### src/rtl/shm_request_arbiter.sv
// Round-robin arbiter serialising toggle-style shared-memory requests from
// PROC_CNT processors into a single DMA command stream with a BUSY watchdog.
// Ports: clock, reset_n (sync, active-low);
//   per-proc trigger/action/ptr/copy_start/copy_length in, ack/ptr_out/err out;
//   req_valid/req_proc/req_action/req_ptr/req_copy_* out with req_ready in;
//   eng_done/eng_ptr completion in; busy out.
module shm_request_arbiter #(
  parameter int PROC_CNT = 4,
  parameter int TIMEOUT  = 64,
  parameter int SIZE     = 4,
  parameter int PROCSIZE = 4,
  localparam int PW = (PROC_CNT > 1) ? $clog2(PROC_CNT) : 1,
  localparam int WW = (TIMEOUT > 1) ? $clog2(TIMEOUT) : 1
) (
  input  logic                clock,
  input  logic                reset_n,
  input  logic                trigger     [0:PROC_CNT-1],
  input  logic [1:0]          action      [0:PROC_CNT-1],
  input  logic [SIZE-1:0]     ptr         [0:PROC_CNT-1],
  input  logic [PROCSIZE-1:0] copy_start  [0:PROC_CNT-1],
  input  logic [PROCSIZE-1:0] copy_length [0:PROC_CNT-1],
  output logic                ack         [0:PROC_CNT-1],
  output logic [SIZE-1:0]     ptr_out     [0:PROC_CNT-1],
  output logic                err         [0:PROC_CNT-1],
  output logic                req_valid,
  output logic [PW-1:0]       req_proc,
  output logic [1:0]          req_action,
  output logic [SIZE-1:0]     req_ptr,
  output logic [PROCSIZE-1:0] req_copy_start,
  output logic [PROCSIZE-1:0] req_copy_length,
  input  logic                req_ready,
  input  logic                eng_done,
  input  logic [SIZE-1:0]     eng_ptr,
  output logic                busy
);

  typedef enum logic [1:0] {
    IDLE  = 2'd0,
    ISSUE = 2'd1,
    BUSY  = 2'd2
  } state_t;

  localparam logic [1:0] ACT_WRITE = 2'd1;
  localparam logic [1:0] ACT_BAD   = 2'd3;

  state_t        state;
  logic [PW-1:0] rr_ptr;
  logic          trig_q;
  logic          inv_q;
  logic [WW-1:0] wd;

  logic          found;
  logic [PW-1:0] gnt;
  logic [PW-1:0] nxt;

  // First pending index at or after rr_ptr; scanning downward lets the
  // closest candidate overwrite the farther ones.
  always_comb begin : grant_search
    int            j;
    logic [PW-1:0] jj;
    found = 1'b0;
    gnt   = '0;
    j     = 0;
    jj    = '0;
    for (int k = PROC_CNT - 1; k >= 0; k--) begin
      j = int'(rr_ptr) + k;
      if (j >= PROC_CNT) j = j - PROC_CNT;
      jj = PW'(j);
      if (trigger[jj] != ack[jj]) begin
        found = 1'b1;
        gnt   = jj;
      end
    end
  end

  assign nxt = (req_proc == PW'(PROC_CNT - 1)) ? '0 : req_proc + 1'b1;

  // req_* double as the grant-time latches, so they hold steady
  // through ISSUE regardless of what the processor does meanwhile.
  always_ff @(posedge clock) begin
    if (!reset_n) begin
      state           <= IDLE;
      rr_ptr          <= '0;
      trig_q          <= 1'b0;
      inv_q           <= 1'b0;
      wd              <= '0;
      busy            <= 1'b0;
      req_valid       <= 1'b0;
      req_proc        <= '0;
      req_action      <= '0;
      req_ptr         <= '0;
      req_copy_start  <= '0;
      req_copy_length <= '0;
      for (int i = 0; i < PROC_CNT; i++) begin
        ack[i]     <= 1'b0;
        err[i]     <= 1'b0;
        ptr_out[i] <= '0;
      end
    end else begin
      unique case (state)
        IDLE: begin
          if (inv_q) begin
            // invalid action: retire one cycle after grant, no command
            inv_q         <= 1'b0;
            ack[req_proc] <= trig_q;
            err[req_proc] <= 1'b1;
            rr_ptr        <= nxt;
          end else if (found) begin
            req_proc        <= gnt;
            trig_q          <= trigger[gnt];
            req_action      <= action[gnt];
            req_ptr         <= ptr[gnt];
            req_copy_start  <= copy_start[gnt];
            req_copy_length <= copy_length[gnt];
            if (action[gnt] == ACT_BAD) begin
              inv_q <= 1'b1;
            end else begin
              state     <= ISSUE;
              req_valid <= 1'b1;
              busy      <= 1'b1;
            end
          end
        end
        ISSUE: begin
          if (req_ready) begin
            state     <= BUSY;
            req_valid <= 1'b0;
            wd        <= '0;
          end
        end
        BUSY: begin
          if (eng_done) begin
            state         <= IDLE;
            busy          <= 1'b0;
            ack[req_proc] <= trig_q;
            rr_ptr        <= nxt;
            if (req_action == ACT_WRITE) ptr_out[req_proc] <= eng_ptr;
          end else if (wd == WW'(TIMEOUT - 1)) begin
            state         <= IDLE;
            busy          <= 1'b0;
            ack[req_proc] <= trig_q;
            err[req_proc] <= 1'b1;
            rr_ptr        <= nxt;
          end else begin
            wd <= wd + 1'b1;
          end
        end
        default: begin
          state     <= IDLE;
          busy      <= 1'b0;
          req_valid <= 1'b0;
        end
      endcase
    end
  end

endmodule

### config.mk
export PLATFORM = sky130hd
export DESIGN_NAME = shm_request_arbiter
export DESIGN_NICKNAME = d
export VERILOG_FILES = /design/src/rtl/shm_request_arbiter.sv
export SDC_FILE = /design/constraint.sdc
export NUM_CORES = 1
export LEC_CHECK = 0
export BUFFER_PORTS_ARGS = -buffer_cell sky130_fd_sc_hd__buf_2
export CAP_MARGIN = 30
export CORE_MARGIN = 2
export CORE_UTILIZATION = 52
export CTS_CLUSTER_SIZE = 16
export DETAILED_ROUTE_END_ITERATION = 16
export GPL_ROUTABILITY_DRIVEN = 0
export PLACE_DENSITY = 0.85
export SLEW_MARGIN = 20
export SYNTH_ARGS = -nofsm -noshare
export SYNTH_HDL_FRONTEND = slang
export SYNTH_SLANG_ARGS = --single-unit
### constraint.sdc
create_clock -name clock -period 2.7 [get_ports clock]
set_input_delay 0 -clock clock [delete_from_list [all_inputs] [get_ports clock]]
set_output_delay 0 -clock clock [all_outputs]
set_load 0.02 [all_outputs]
[Word-level counts from Yosys, hierarchy flattened]
Cells that the tools add are included.
Operators by class
  $add $sub $neg: 9
  order comparisons: 11
  equal/unequal tests: 19
  muxes and demuxes: 92
  bitwise gates (word level): 10
  reduce and logical (&&, ||, !) cells: 12
Operators with widths (number)
  $mux W4: 13
  $mux W2: 20
  $mux W1: 32
  $ge A3 B3 Y1 const B: 9
  $bmux W4 S2: 3
  $bmux W1 S2: 9
  $mux W6: 3
  $not A2 Y3: 6
  $bwmux W16: 1
  $ne A2 B2 Y1 const B: 8
  $pmux W4 S2: 2
  $reduce_and A5 Y1: 3
  $pmux W6 S2: 1
  $reduce_and A3 Y1: 3
  $demux W4 S2: 1
  $reduce_and A4 Y1: 2
  $sub A2 B1 Y2 const B: 4
  $add A2 B2 Y3 const B: 2
  $add A6 B1 Y6 const B: 1
  $eq A2 B2 Y1 const B: 3
  $eq A6 B6 Y1 const B: 1
  $pmux W1 S3: 2
  $pmux W2 S3: 1
  $bmux W2 S2: 1
  other kinds (15): 22
Word-level totals
  register bits: 54
  output and inout bits: 42
  word-level logic and storage cells: 177

[Depth between registers and ports, before layout]
  word-level depth: 21
  depth in mapped cells: 9

[Worst setup path after synthesis]
Ideal clock, no wire load.
  path type: reg-to-reg
  from: register ack[3] (netlist name)
  to: register req_valid
  setup time: 0.058 ns
  data arrival time: 1.843 ns
  data required time: 2.642 ns
  slack: 0.799 ns
  stages on the path, launching flop included: 9
  cells stage by stage: dfxtp_1 > xnor2_1 > o21ai_2 > a21oi_4 > buf_6 > mux2i_1 > mux2i_4 > a21oi_1 > o211a_1
Between the ends
  word-level cells in the longest chain between the ends: 15
  elaborated cells on any way between the ends: 32
  those cells by class: eq/ne: 7; mux: 23; bitwise: 1; reduce/logical: 1
Ends and longest elaborated chain
  start, declared: line 22  | output logic ack [0:PROC_CNT-1],
  start signal, assigned by index: line 105  | ack[req_proc] <= trig_q;
  start signal, assigned by index: line 135  | ack[req_proc] <= trig_q;
  start signal, assigned by index: line 141  | ack[req_proc] <= trig_q;
  $bmux W1 S2: line 69  | if (trigger[jj] != ack[jj]) begin
  $mux W1 (not written as such) (2 in a row): line 69
  $ne A1 B1 Y1: line 69
  $mux W2 (4 in a row): line 69
  $not A2 Y3 (not written as such): line 115  | if (action[gnt] == ACT_BAD) begin
  $bmux W2 S2: line 115
  $mux W2 (not written as such) (2 in a row): line 115
  $eq A2 B2 Y1: line 115
  $ne A2 B2 Y1 (no line)
  $reduce_and A5 Y1 (no line) (*)
  end signal, assigned: line 119  | req_valid <= 1'b1;
  end signal, assigned: line 127  | req_valid <= 1'b0;
  end signal, assigned: line 151  | req_valid <= 1'b0;
  end, declared: line 25  | output logic req_valid,
Every way passes the cells marked *; elsewhere a longest branch is shown, timed or not. The select of a mux whose other input is x is not followed.
A chain may end at the register's enable or synchronous reset.

[Worst setup path after layout]
  from: register ack[2] (netlist name)
  to: register state[0]
Between the ends
  word-level cells in the longest chain between the ends: 15
  elaborated cells on any way between the ends: 32
  those cells by class: eq/ne: 7; mux: 23; bitwise: 1; reduce/logical: 1
Ends and longest elaborated chain
  $bmux W1 S2: line 69
  $mux W1 (not written as such) (2 in a row): line 69
  $ne A1 B1 Y1: line 69
  $mux W2 (4 in a row): line 69
  $not A2 Y3 (not written as such): line 115
  $bmux W2 S2: line 115
  $mux W2 (not written as such) (2 in a row): line 115
  $eq A2 B2 Y1: line 115
  $ne A2 B2 Y1 (no line)
  $reduce_and A5 Y1 (no line) (*)
  end signal, assigned: line 118  | state <= ISSUE;
  end signal, assigned: line 126  | state <= BUSY;
  end signal, assigned: line 133  | state <= IDLE;
  end, declared: line 46  | state_t state;
Marks and branches as above.

==> results.yml <==
drt:
  wirelength_mm: 6.28
  wl_per_cell_um: 13.0
  dr.pass1.iters: 4
  ant_nets: 0
  vias: 2558
  viasPerCell: 5.27
  initialDrtViolationCount: 124
  drc_errors: 0
grt:
  grt_pass1_vias: 2323
  track_usage_pct: 22.1
  antenna_found_initial: 0
  grt_max_degree: 35
  grt_pass1_wl_mm: 9.90
  overflow: 0
setup_path:
  crit_type: "register to register"
  crit_end: "state[0]"
  startpoint_type: "register"
  crit_fanout: 12
  crit_arrival_ns: 2.49
  crit_required_ns: 2.90
  r2r_start: "ack[2]"
  reg2regPathDepth: 7
  startpoint: "ack[2]"
  reg2reg_slack_ns: 0.41
  endpoint_kind: "register"
  reg2reg_to: "state[0]"
layout:
  post-route-util_pct: 67.6
  final_net_count: 487
  layoutNonFillerInstCount: 485
  drive_gt1_share_pct: 31.8
  area_growth_pct: 27.5
  postLayoutCellArea_sq_um: 3410
  antenna_cells: 0
power:
  leakage_uw: 0.00154
  p_per_area_nw_per_um2: 648
  ir_drop_v: 0.000338
sta:
  worst_pin_slew_ns: 0.661
  finalHoldViolations: 0
  tns_ns: 0
  finalCritPeriodShare_pct: 84.8
  fin_ws_ns: 0.411
  fin_worst_skew_ns: 0.0138
  rsz0062_at_grt: "false"
  period_needed_ns: 2.29
  slew_headroom_pct: 55.9
  maxSlewViolCount: 0
  fmax_ghz: 0.437
  setup_violations: 0
die:
  dieWidth_um: 75.7
  core_area_sq_um: 5040
  start_util_pct: 53.0
  die_area_sq_um: 5730
  pin_count: 110
  die_y_um: 75.7
  rows: 26
logic_synthesis:
  yosys_most_used_dff: "dfxtp_1"
  syn_nets: 376
  ys_warn_count: 0
  ys_types: 40
  syn_inst: 303
  syn_area_sq_um: 2670
  async_flop_share_pct: 0
  syn_avg_cell_area_sq_um: 8.82
  ys_ff_latch: 54
  synth_edf_count: 0
  ys_seq_area_share_pct: 40.4
clock_network:
  cts_max_level: 2
  post_cts_buffers: 0
  clock_latency_ns: 0.31
  numCtsBuffers: 5
  path_clk_slew_ns: 0.09
  cts_tree: "yes"
  cts_root_buf: "clkbuf_8"
  clock_sinks: 54
  clockBufferDepth: 2
run:
  maxCapViolations: 0
min_path:
  hold_class: "input port to register"
status:
  status: "finished clean"
place:
  pre_cts_ws_ns: 0.428
  portBuffers: 109
  dp.cells: 472
  dpl.hpwl_mm: 4.86
  place_area_sq_um: 3260
## layer usage
layer / vias to the layer above / part of all wire, % / global-route usage, %
met3: 4 / 6.3 / 5.16
li1: 1294 / - / -
met2: 99 / 50 / 39.8
met4: 0 / 0.72 / 5.07
met5: - / 0 / 0
met1: 1161 / 43 / 26.7
## flip-flops by register name, indices dropped and copies added, names as in the netlist, 4 cells and up
name and flops:
req_copy_length 4, req_copy_start 4, ptr_out 16, err 4
wd 6, ack 4, req_ptr 4
## stage by stage
stage                     hold slack, ns  power (uW)
after CTS                         0.0210        2220
final                             0.0237        2210
after detailed placement           0.298        1760
after global placement             0.295        1730
after floorplan                    0.133        1530
after global routing              0.0415        2340
## synthesized netlist by cell type (all sizes together), types with 5 or more instances
cell,n,area [sq um]
a21oi,40,211
a211oi,14,110
nor2,26,97.6
dfxtp,54,1080
inv,5,18.8
nand3,20,100
clkbuf,10,38.8
ha,5,62.6
xor2,7,61.3
nor2b,11,68.8
buf,7,56.3
and2b,5,37.5
a22o,14,123
nand2,34,130
mux2i,27,295
## how the worst min path moves through the flow
stage                     from         end  slack [ns]  cells past startpoint
floorplan              reset_n   req_valid        0.13                      1
global placement    eng_ptr[1]  ptr_out[1]        0.29                      3
detailed placement     reset_n   req_valid        0.30                      2
CTS                  req_ready   req_valid        0.02                      3
global route         req_ready   req_valid        0.04                      3
finish               req_ready   req_valid        0.02                      3
## cell usage in the layout (no fill, tap or decap), types with 2 or more instances in the layout
| cell type | n |
|---|---|
| a32o_1 | 2 |
| a22o_1 | 14 |
| nor3_1 | 2 |
| xor2_1 | 7 |
| ha_1 | 5 |
| dlygate4sd3_1 | 5 |
| dfxtp_1 | 54 |
| clkbuf_8 | 6 |
| o21ai_1 | 2 |
| nand2_1 | 33 |
| a21oi_1 | 39 |
| nor2b_1 | 11 |
| a211oi_1 | 13 |
| buf_4 | 7 |
| mux2i_4 | 2 |
| mux2i_1 | 25 |
| nor2_1 | 26 |
| buf_2 | 109 |
| and2b_1 | 5 |
| xnor2_1 | 3 |
| nand3_1 | 20 |
| inv_1 | 5 |
| nand4_1 | 2 |
## layout make-up
type / count / area (sq um)
clock buffers: 6 / 82.6
clock inverters: 2 / 12.5
fillers: 410 / 1630
inverters: 6 / 22.5
multi-input cells: 226 / 1470
flip-flops and latches: 54 / 1080
well taps: 70 / 87.6
repair buffers: 121 / 648
## repair_timing
action | 4_1_cts | 5_1_grt
endpoints found under the hold margin | 16 | 0
gates resized for setup | 0 | 0
hold buffers | 5 | 0
## power breakdown
| part | internal [uW] | leakage (uW) | total, uW | switching (uW) |
|---|---|---|---|---|
| combinational | 321 | 0.00106 | 756 | 435 |
| sequential | 901 | 0.000440 | 990 | 89.1 |
| clock | 207 | 0.0000472 | 461 | 255 |
## critical path, stage by stage, from the launching register on
cell     delay (ns)
dfxtp_1        0.33
xnor2_1        0.33
a21oi_1        0.08
o22ai_1        0.16
a311o_1        0.56
mux2i_4        0.38
nand2_2        0.11
a32o_1         0.23
## cells by family (layout without fill, tap and decap cells)
logic type | after synthesis | in the layout | synth area share [%]
and+or+nand+nor | 103 | 103 | 17.8
adders and majority gates | 5 | 5 | 2.34
xor gates and xnor gates | 10 | 10 | 3.28
DFF | 54 | 54 | 40.4
buffers and inverters | 23 | 135 | 4.40
muxes | 27 | 27 | 11.0
AOI/OAI and AO/OA | 81 | 81 | 20.6
Note: power is estimated with default switching activity, not from simulation.
